[src/rtl/vga_timing_pkg.sv]
// Shared VGA timing types: mode tables, sync polarity, control-bundle layout.
package vga_timing_pkg;

    typedef enum logic {
        POL_NEG = 1'b0,
        POL_POS = 1'b1
    } sync_pol_e;

    typedef struct packed {
        int unsigned active;
        int unsigned fp;
        int unsigned sync;
        int unsigned bp;
    } vga_axis_t;

    typedef struct packed {
        vga_axis_t h;
        vga_axis_t v;
        sync_pol_e pol;
    } vga_mode_t;

    // Bundle carried through the pixel-aligned delay line
    typedef struct packed {
        logic hsync;
        logic vsync;
        logic video_on;
        logic sof;
    } vga_ctl_t;

    localparam vga_mode_t VGA_640x480_60 = '{
        h:   '{active: 640, fp: 16, sync: 96,  bp: 48},
        v:   '{active: 480, fp: 10, sync: 2,   bp: 33},
        pol: POL_NEG
    };

    localparam vga_mode_t SVGA_800x600_60 = '{
        h:   '{active: 800, fp: 40, sync: 128, bp: 88},
        v:   '{active: 600, fp: 1,  sync: 4,   bp: 23},
        pol: POL_POS
    };

    function automatic int unsigned axis_total(input int unsigned active,
                                               input int unsigned fp,
                                               input int unsigned sync,
                                               input int unsigned bp);
        return active + fp + sync + bp;
    endfunction

endpackage

[src/rtl/vga_timing_gen_if.sv]
// Raster timing bundle between the generator (master) and the pixel pipeline (slave).
interface vga_timing_if #(
    parameter int unsigned CNT_W   = 11,
    parameter int unsigned FRAME_W = 8
);
    logic               pix_ce;
    logic [CNT_W-1:0]   x;
    logic [CNT_W-1:0]   y;
    logic               hsync;
    logic               vsync;
    logic               video_on;
    logic               sof;
    logic               eol;
    logic [FRAME_W-1:0] frame_cnt;

    modport master (
        input  pix_ce,
        output x, y, hsync, vsync, video_on, sof, eol, frame_cnt
    );

    modport slave (
        output pix_ce,
        input  x, y, hsync, vsync, video_on, sof, eol, frame_cnt
    );
endinterface

[src/rtl/vga_delay_line.sv]
// Pixel-tick-enabled shift register; DEPTH=0 is a combinational passthrough.
module vga_delay_line #(
    parameter int unsigned     WIDTH   = 1,
    parameter int unsigned     DEPTH   = 0,
    parameter logic [WIDTH-1:0] RST_VAL = '0
) (
    input  logic             clk,
    input  logic             rst,
    input  logic             ce,
    input  logic [WIDTH-1:0] d,
    output logic [WIDTH-1:0] q
);

    generate
        if (DEPTH == 0) begin : g_pass
            // Forced inactive during reset so the zero-latency path matches the registered one
            logic unused_c;
            assign unused_c = clk ^ ce;
            assign q        = rst ? RST_VAL : d;
        end else begin : g_shift
            logic [WIDTH-1:0] stage_q [DEPTH];

            always_ff @(posedge clk) begin
                if (rst) begin
                    for (int i = 0; i < int'(DEPTH); i++) begin
                        stage_q[i] <= RST_VAL;
                    end
                end else if (ce) begin
                    stage_q[0] <= d;
                    for (int i = 1; i < int'(DEPTH); i++) begin
                        stage_q[i] <= stage_q[i-1];
                    end
                end
            end

            assign q = stage_q[DEPTH-1];
        end
    endgenerate

endmodule

[src/rtl/vga_timing_gen.sv]
// Parametrised VGA raster timing generator: x/y counters, sync/blank decode,
// and a pixel-aligned delay line on the control bundle.
module vga_timing_gen
    import vga_timing_pkg::*;
#(
    parameter int unsigned H_ACTIVE = 640,
    parameter int unsigned H_FP     = 16,
    parameter int unsigned H_SYNC   = 96,
    parameter int unsigned H_BP     = 48,
    parameter int unsigned V_ACTIVE = 480,
    parameter int unsigned V_FP     = 10,
    parameter int unsigned V_SYNC   = 2,
    parameter int unsigned V_BP     = 33,
    parameter bit          SYNC_POL = 1'b0,
    parameter int unsigned PIPE_DLY = 2,
    parameter int unsigned CNT_W    = 11,
    parameter int unsigned FRAME_W  = 8
) (
    input  logic         clk,
    input  logic         rst,
    vga_timing_if.master vif
);

    localparam int unsigned H_TOTAL = axis_total(H_ACTIVE, H_FP, H_SYNC, H_BP);
    localparam int unsigned V_TOTAL = axis_total(V_ACTIVE, V_FP, V_SYNC, V_BP);
    // One extra bit keeps the decode bounds exact even when a total equals 2**CNT_W
    localparam int unsigned XW      = CNT_W + 1;

    localparam logic [CNT_W-1:0] H_LAST    = CNT_W'(H_TOTAL - 1);
    localparam logic [CNT_W-1:0] V_LAST    = CNT_W'(V_TOTAL - 1);
    localparam logic [XW-1:0]    H_ACT_END = XW'(H_ACTIVE);
    localparam logic [XW-1:0]    H_SY_BEG  = XW'(H_ACTIVE + H_FP);
    localparam logic [XW-1:0]    H_SY_END  = XW'(H_ACTIVE + H_FP + H_SYNC);
    localparam logic [XW-1:0]    V_ACT_END = XW'(V_ACTIVE);
    localparam logic [XW-1:0]    V_SY_BEG  = XW'(V_ACTIVE + V_FP);
    localparam logic [XW-1:0]    V_SY_END  = XW'(V_ACTIVE + V_FP + V_SYNC);

    localparam logic     SYNC_IDLE = ~SYNC_POL;
    localparam vga_ctl_t CTL_IDLE  = '{hsync: SYNC_IDLE, vsync: SYNC_IDLE,
                                       video_on: 1'b0, sof: 1'b0};

    logic [CNT_W-1:0]   x_q;
    logic [CNT_W-1:0]   y_q;
    logic [FRAME_W-1:0] frame_q;
    logic [XW-1:0]      x_ext_c;
    logic [XW-1:0]      y_ext_c;
    logic               line_end_c;
    logic               frame_end_c;
    vga_ctl_t           raw_c;
    vga_ctl_t           dly_c;

    assign line_end_c  = (x_q == H_LAST);
    assign frame_end_c = line_end_c && (y_q == V_LAST);

    // Raster counters; line and frame wrap land on the same pixel tick
    always_ff @(posedge clk) begin
        if (rst) begin
            x_q     <= '0;
            y_q     <= '0;
            frame_q <= '0;
        end else if (vif.pix_ce) begin
            if (line_end_c) begin
                x_q <= '0;
                if (frame_end_c) begin
                    y_q     <= '0;
                    frame_q <= frame_q + FRAME_W'(1);
                end else begin
                    y_q <= y_q + CNT_W'(1);
                end
            end else begin
                x_q <= x_q + CNT_W'(1);
            end
        end
    end

    // Raw decode from the current raster position
    always_comb begin
        raw_c    = CTL_IDLE;
        x_ext_c  = {1'b0, x_q};
        y_ext_c  = {1'b0, y_q};
        raw_c.video_on = (x_ext_c < H_ACT_END) && (y_ext_c < V_ACT_END);
        if ((x_ext_c >= H_SY_BEG) && (x_ext_c < H_SY_END)) begin
            raw_c.hsync = SYNC_POL;
        end
        if ((y_ext_c >= V_SY_BEG) && (y_ext_c < V_SY_END)) begin
            raw_c.vsync = SYNC_POL;
        end
        raw_c.sof = (x_q == '0) && (y_q == '0);
    end

    vga_delay_line #(
        .WIDTH   ($bits(vga_ctl_t)),
        .DEPTH   (PIPE_DLY),
        .RST_VAL (CTL_IDLE)
    ) u_dly (
        .clk (clk),
        .rst (rst),
        .ce  (vif.pix_ce),
        .d   (raw_c),
        .q   (dly_c)
    );

    assign vif.x         = x_q;
    assign vif.y         = y_q;
    assign vif.frame_cnt = frame_q;
    assign vif.hsync     = dly_c.hsync;
    assign vif.vsync     = dly_c.vsync;
    assign vif.video_on  = dly_c.video_on;
    // Strobes only exist on the clock that carries the pixel tick
    assign vif.sof       = dly_c.sof & vif.pix_ce;
    assign vif.eol       = line_end_c & vif.pix_ce & ~rst;

endmodule

[src/flat_wrapper.sv]
// flat-port wrapper written by rule: the top's interface ports become plain ports
module vga_timing_gen_flat import vga_timing_pkg::*;
#(
    parameter int unsigned H_ACTIVE = 640,
    parameter int unsigned H_FP     = 16,
    parameter int unsigned H_SYNC   = 96,
    parameter int unsigned H_BP     = 48,
    parameter int unsigned V_ACTIVE = 480,
    parameter int unsigned V_FP     = 10,
    parameter int unsigned V_SYNC   = 2,
    parameter int unsigned V_BP     = 33,
    parameter bit          SYNC_POL = 1'b0,
    parameter int unsigned PIPE_DLY = 2,
    parameter int unsigned CNT_W    = 11,
    parameter int unsigned FRAME_W  = 8
)
  (clk, rst, vif_pix_ce, vif_x, vif_y, vif_hsync, vif_vsync, vif_video_on, vif_sof, vif_eol, vif_frame_cnt);
  vga_timing_if #(.CNT_W(CNT_W), .FRAME_W(FRAME_W)) vif_i ();
  input  logic clk;
  input  logic rst;
  input wire logic [$bits(vif_i.pix_ce)-1:0] vif_pix_ce;
  output wire logic [$bits(vif_i.x)-1:0] vif_x;
  output wire logic [$bits(vif_i.y)-1:0] vif_y;
  output wire logic [$bits(vif_i.hsync)-1:0] vif_hsync;
  output wire logic [$bits(vif_i.vsync)-1:0] vif_vsync;
  output wire logic [$bits(vif_i.video_on)-1:0] vif_video_on;
  output wire logic [$bits(vif_i.sof)-1:0] vif_sof;
  output wire logic [$bits(vif_i.eol)-1:0] vif_eol;
  output wire logic [$bits(vif_i.frame_cnt)-1:0] vif_frame_cnt;
  assign vif_i.pix_ce = vif_pix_ce;
  assign vif_x = vif_i.x;
  assign vif_y = vif_i.y;
  assign vif_hsync = vif_i.hsync;
  assign vif_vsync = vif_i.vsync;
  assign vif_video_on = vif_i.video_on;
  assign vif_sof = vif_i.sof;
  assign vif_eol = vif_i.eol;
  assign vif_frame_cnt = vif_i.frame_cnt;
  vga_timing_gen #(.H_ACTIVE(H_ACTIVE), .H_FP(H_FP), .H_SYNC(H_SYNC), .H_BP(H_BP), .V_ACTIVE(V_ACTIVE), .V_FP(V_FP), .V_SYNC(V_SYNC), .V_BP(V_BP), .SYNC_POL(SYNC_POL), .PIPE_DLY(PIPE_DLY), .CNT_W(CNT_W), .FRAME_W(FRAME_W)) u_core (.clk(clk), .rst(rst), .vif(vif_i));
endmodule
[config.mk]
export PLATFORM = sky130hd
export DESIGN_NAME = vga_timing_gen_flat
export DESIGN_NICKNAME = d
export VERILOG_FILES = /design/src/rtl/vga_timing_pkg.sv /design/src/rtl/vga_timing_gen_if.sv /design/src/rtl/vga_delay_line.sv /design/src/rtl/vga_timing_gen.sv /design/src/flat_wrapper.sv
export SDC_FILE = /design/constraint.sdc
export NUM_CORES = 1
export LEC_CHECK = 0
export BUFFER_PORTS_ARGS = -buffer_cell sky130_fd_sc_hd__buf_2
export CAP_MARGIN = 20
export CORE_MARGIN = 1.5
export CORE_UTILIZATION = 25
export DETAILED_ROUTE_END_ITERATION = 12
export HOLD_SLACK_MARGIN = 0.06
export PLACE_DENSITY = 0.48
export SYNTH_ARGS = -nofsm -noshare
export SYNTH_HDL_FRONTEND = slang
export SYNTH_SLANG_ARGS = --single-unit
[constraint.sdc]
create_clock -name clk -period 4.17 [get_ports clk]
set_clock_uncertainty 0.2 [all_clocks]
set_input_delay 0.417 -clock clk [delete_from_list [all_inputs] [get_ports clk]]
set_output_delay 0.417 -clock clk [all_outputs]
set_load 0.005 [all_outputs]
==> results.md <==
- Synth warn: 0
- Share of cells above drive strength 1: 0.220
- Postcts setup bufs: 0
- TritonCTS clock tree: yes
- Measured slew at the worst slew-check pin: 0.743 ns
- TritonCTS buffer count: 5
- Die area: 8140 um2
- Fin nets: 253
- Post-synthesis cell type count: 40
- Area growth, synth to finish: 19.3%
- Starting Density: 0.261
- Max Buffers Root-to-Sink: 2
- CP Class: flop to flop
- Via count of the first global-routing pass: 1510
- Final-report max-slew violation count: 0
- Hold path startpoint: u_core.vif.frame_cnt[7]
- Clock Sinks: 38
- Core area: around 7300 um2
- GRT Total Usage: 0.115
- Worst R2R Path Depth: 4
- Dpl ws: roughly 1.4 ns
- PortBufs: 37
- Seq/Total Area, Yosys: 0.442
- H-tree depth: 2
- Hold Path Class: flop to flop
- Critical Path Fanout Max: 27
- Largest net degree at the start of global routing: 28
- Antenna cells: 0
- Critical register-to-register path endpoint: u_core.vif.y[9]
- Post-cts sizing count: 0
- Final instance area: 2270 um2
- Reg clk slew, reported paths: approximately 0.07 ns
- Worst vdd ir: 0.000117 V
- Routed WL per cell: 13.0 um
- Setup TNS: 0 ns
- Ports: 38
- ANT nets after route: 0
- Initial antenna violation count: 0
- Final setup viols: 0
- Chip width: 90.2 um
- Syn Area/Cell: roughly 9.1 um2
- Leak: 0.000807 uW
- Worst Setup End Kind: flop
- Via count: 1633
- Post-synthesis instance area: ~1900 um2
- Power per cell area: 313 nW/um2
- Post-CTS Hold Buffers: 0
- Max-cap violations: 0
- Headroom to the max-slew limit: 0.503
- Synth Register Bits: 38
- DR pass1 iterations: 4
- Hold depth: 2
- Hold endpoint: u_core.vif.frame_cnt[7]
- Sequential cell area: about 840 um2
- Worst r2r src: u_core.vif.x[5]
- Syn nets: 218
- Placer Congestion: between 0.7 and 0.8
- Die H: 90.2 um
- Final core occ: 0.311
- Crit path DAT: 2.72 ns
- Synth Instances: 210
- CP startpoint kind: flop
- Worst skew pair latency: 0.29 ns
- Worst path required time: between 4 and 5 ns
- Final min period: 2.73 ns
- Routed WL: 4.48 mm
- FP Rows: 31
- Number of vias per cell: 4.73
- Final HPWL DP: roughly 3.2 mm
- Status: complete, no violations
- Final Worst Setup Slack: about 1.4 ns
- Setup slack, reg-to-reg: 1.44 ns
- Fin. Hold Viols: 0
- Tcrit/Tclk final: 0.654
- Starting DRT DRC Count: 62
- Placed Area: 2160 um2
- First-pass GRT wire length: 7.47 mm
- F_max: between 300 and 400 MHz
- Area taken by multi-input logic gates: 967 um2
- Residual DRC: 0
- Grt total ovfl: 0
- Root Buffer: clkbuf_8
- Fillers: just over 800
- RSZ-0062 raised after global routing: false
==> metal layers <==
metal	GRT usage	wire, um	vias to the layer above
met5	0	0	-
met4	0.0476	76	0
met3	0.0313	162	5
li1	-	-	842
met1	0.149	2200	758
met2	0.179	2040	28
==> cell usage after synthesis <==
master / n / share of area
mux2i_1: 1 / 0.0053
dfxtp_1: 30 / 0.32
o31a_2: 1 / 0.0053
buf_6: 2 / 0.012
nand3b_1: 3 / 0.012
o21bai_1: 1 / 0.0039
nor4b_1: 2 / 0.0092
or3_2: 2 / 0.0079
nand2_1: 10 / 0.020
buf_2: 2 / 0.0053
a31o_2: 1 / 0.0046
nor3_1: 5 / 0.013
xnor2_1: 7 / 0.032
o31ai_1: 7 / 0.028
o21ai_0: 9 / 0.024
ha_1: 5 / 0.033
o21a_1: 1 / 0.0039
and3_1: 2 / 0.0066
or4_2: 1 / 0.0046
inv_1: 11 / 0.022
nor4_1: 8 / 0.026
nand4_1: 7 / 0.023
nor2b_1: 2 / 0.0066
or4_4: 1 / 0.0059
clkbuf_1: 4 / 0.0079
or4_1: 8 / 0.032
nor2_1: 13 / 0.026
nand3_1: 12 / 0.032
edfxtp_1: 8 / 0.13
and2_1: 6 / 0.020
xor2_1: 3 / 0.014
and4_1: 1 / 0.0046
or3_1: 6 / 0.020
or3_4: 1 / 0.0059
clkbuf_2: 1 / 0.0026
nand2b_1: 5 / 0.016
o21ba_2: 2 / 0.011
or2_2: 1 / 0.0033
a21oi_1: 16 / 0.042
nand4b_1: 2 / 0.0092
==> worst max-delay path by stage <==
stage | depth (start not counted) | slack, ns | to | startpoint
final | 4 | 1.44 | u_core.vif.y[9] | u_core.vif.x[5]
after global routing | 4 | 1.13 | u_core.vif.y[9] | u_core.vif.y[4]
after CTS | 4 | 1.39 | u_core.vif.y[9] | u_core.vif.x[5]
after detailed placement | 4 | 1.40 | u_core.vif.y[9] | u_core.vif.x[5]
after global placement | 4 | 1.42 | u_core.vif.y[9] | u_core.vif.x[5]
after floorplan | 7 | 1.82 | u_core.vif.frame_cnt[6] | u_core.vif.x[5]
==> final cells by class <==
| cell class | instances | share of cell area |
|---|---|---|
| clock buffer | 8 | 0.0491 |
| multi-input combinational | 152 | 0.426 |
| tap | 99 | 0.0546 |
| timing repair buffer | 37 | 0.0816 |
| inverter | 11 | 0.0182 |
| sequential | 38 | 0.370 |
==> per-stage QoR <==
step | hold slack (ns) | cells | power [uW]
CTS | 0.278 | 345 | 719
finish | 0.279 | 345 | 710
detailed placement | 0.269 | 337 | 417
global route | 0.287 | 345 | 739
global placement | 0.280 | 337 | 417
floorplan | 0.268 | 210 | 407
==> registers in the layout, summed over array words and instances, names as in the netlist <==
signal and flops:
u_core.u_dly.g_shift.stage_q 8, u_core.vif.frame_cnt 8, u_core.vif.x 11, u_core.vif.y 11
==> logic make-up after synthesis <==
logic type | share of synthesized area
flip-flops | 0.442
adder cells (fa/ha/maj) | 0.0329
XOR/XNOR | 0.0461
AO/OA/AOI/OAI | 0.122
buffers and inverters | 0.0493
multiplexers | 0.00526
AND/OR/NAND/NOR | 0.303
==> worst max-delay path, stage by stage, from the launching register on <==
cell and delay (ns):
dfxtp_1 0.38, or3_4 0.44, or4_4 0.70, o21bai_1 0.66, o21ba_2 0.25
==> cells in the final DEF (no fill, tap or decap), types with 6 or more instances in the layout <==
master	count
buf_2	37
nor2_1	13
nand4_1	7
clkbuf_8	6
inv_1	11
o31ai_1	7
dfxtp_1	30
or3_1	6
a21oi_1	16
nor4_1	8
o21ai_0	9
nand2_1	10
and2_1	6
xnor2_1	7
edfxtp_1	8
nand3_1	12
or4_1	8
==> where the power goes <==
part / switching (uW) / total [uW] / internal [uW]
clock: 131 / 302 / 171
combinational: 15.2 / 24.4 / 9.22
sequential: 2.76 / 384 / 381
Power figures use the tool's default switching activity.
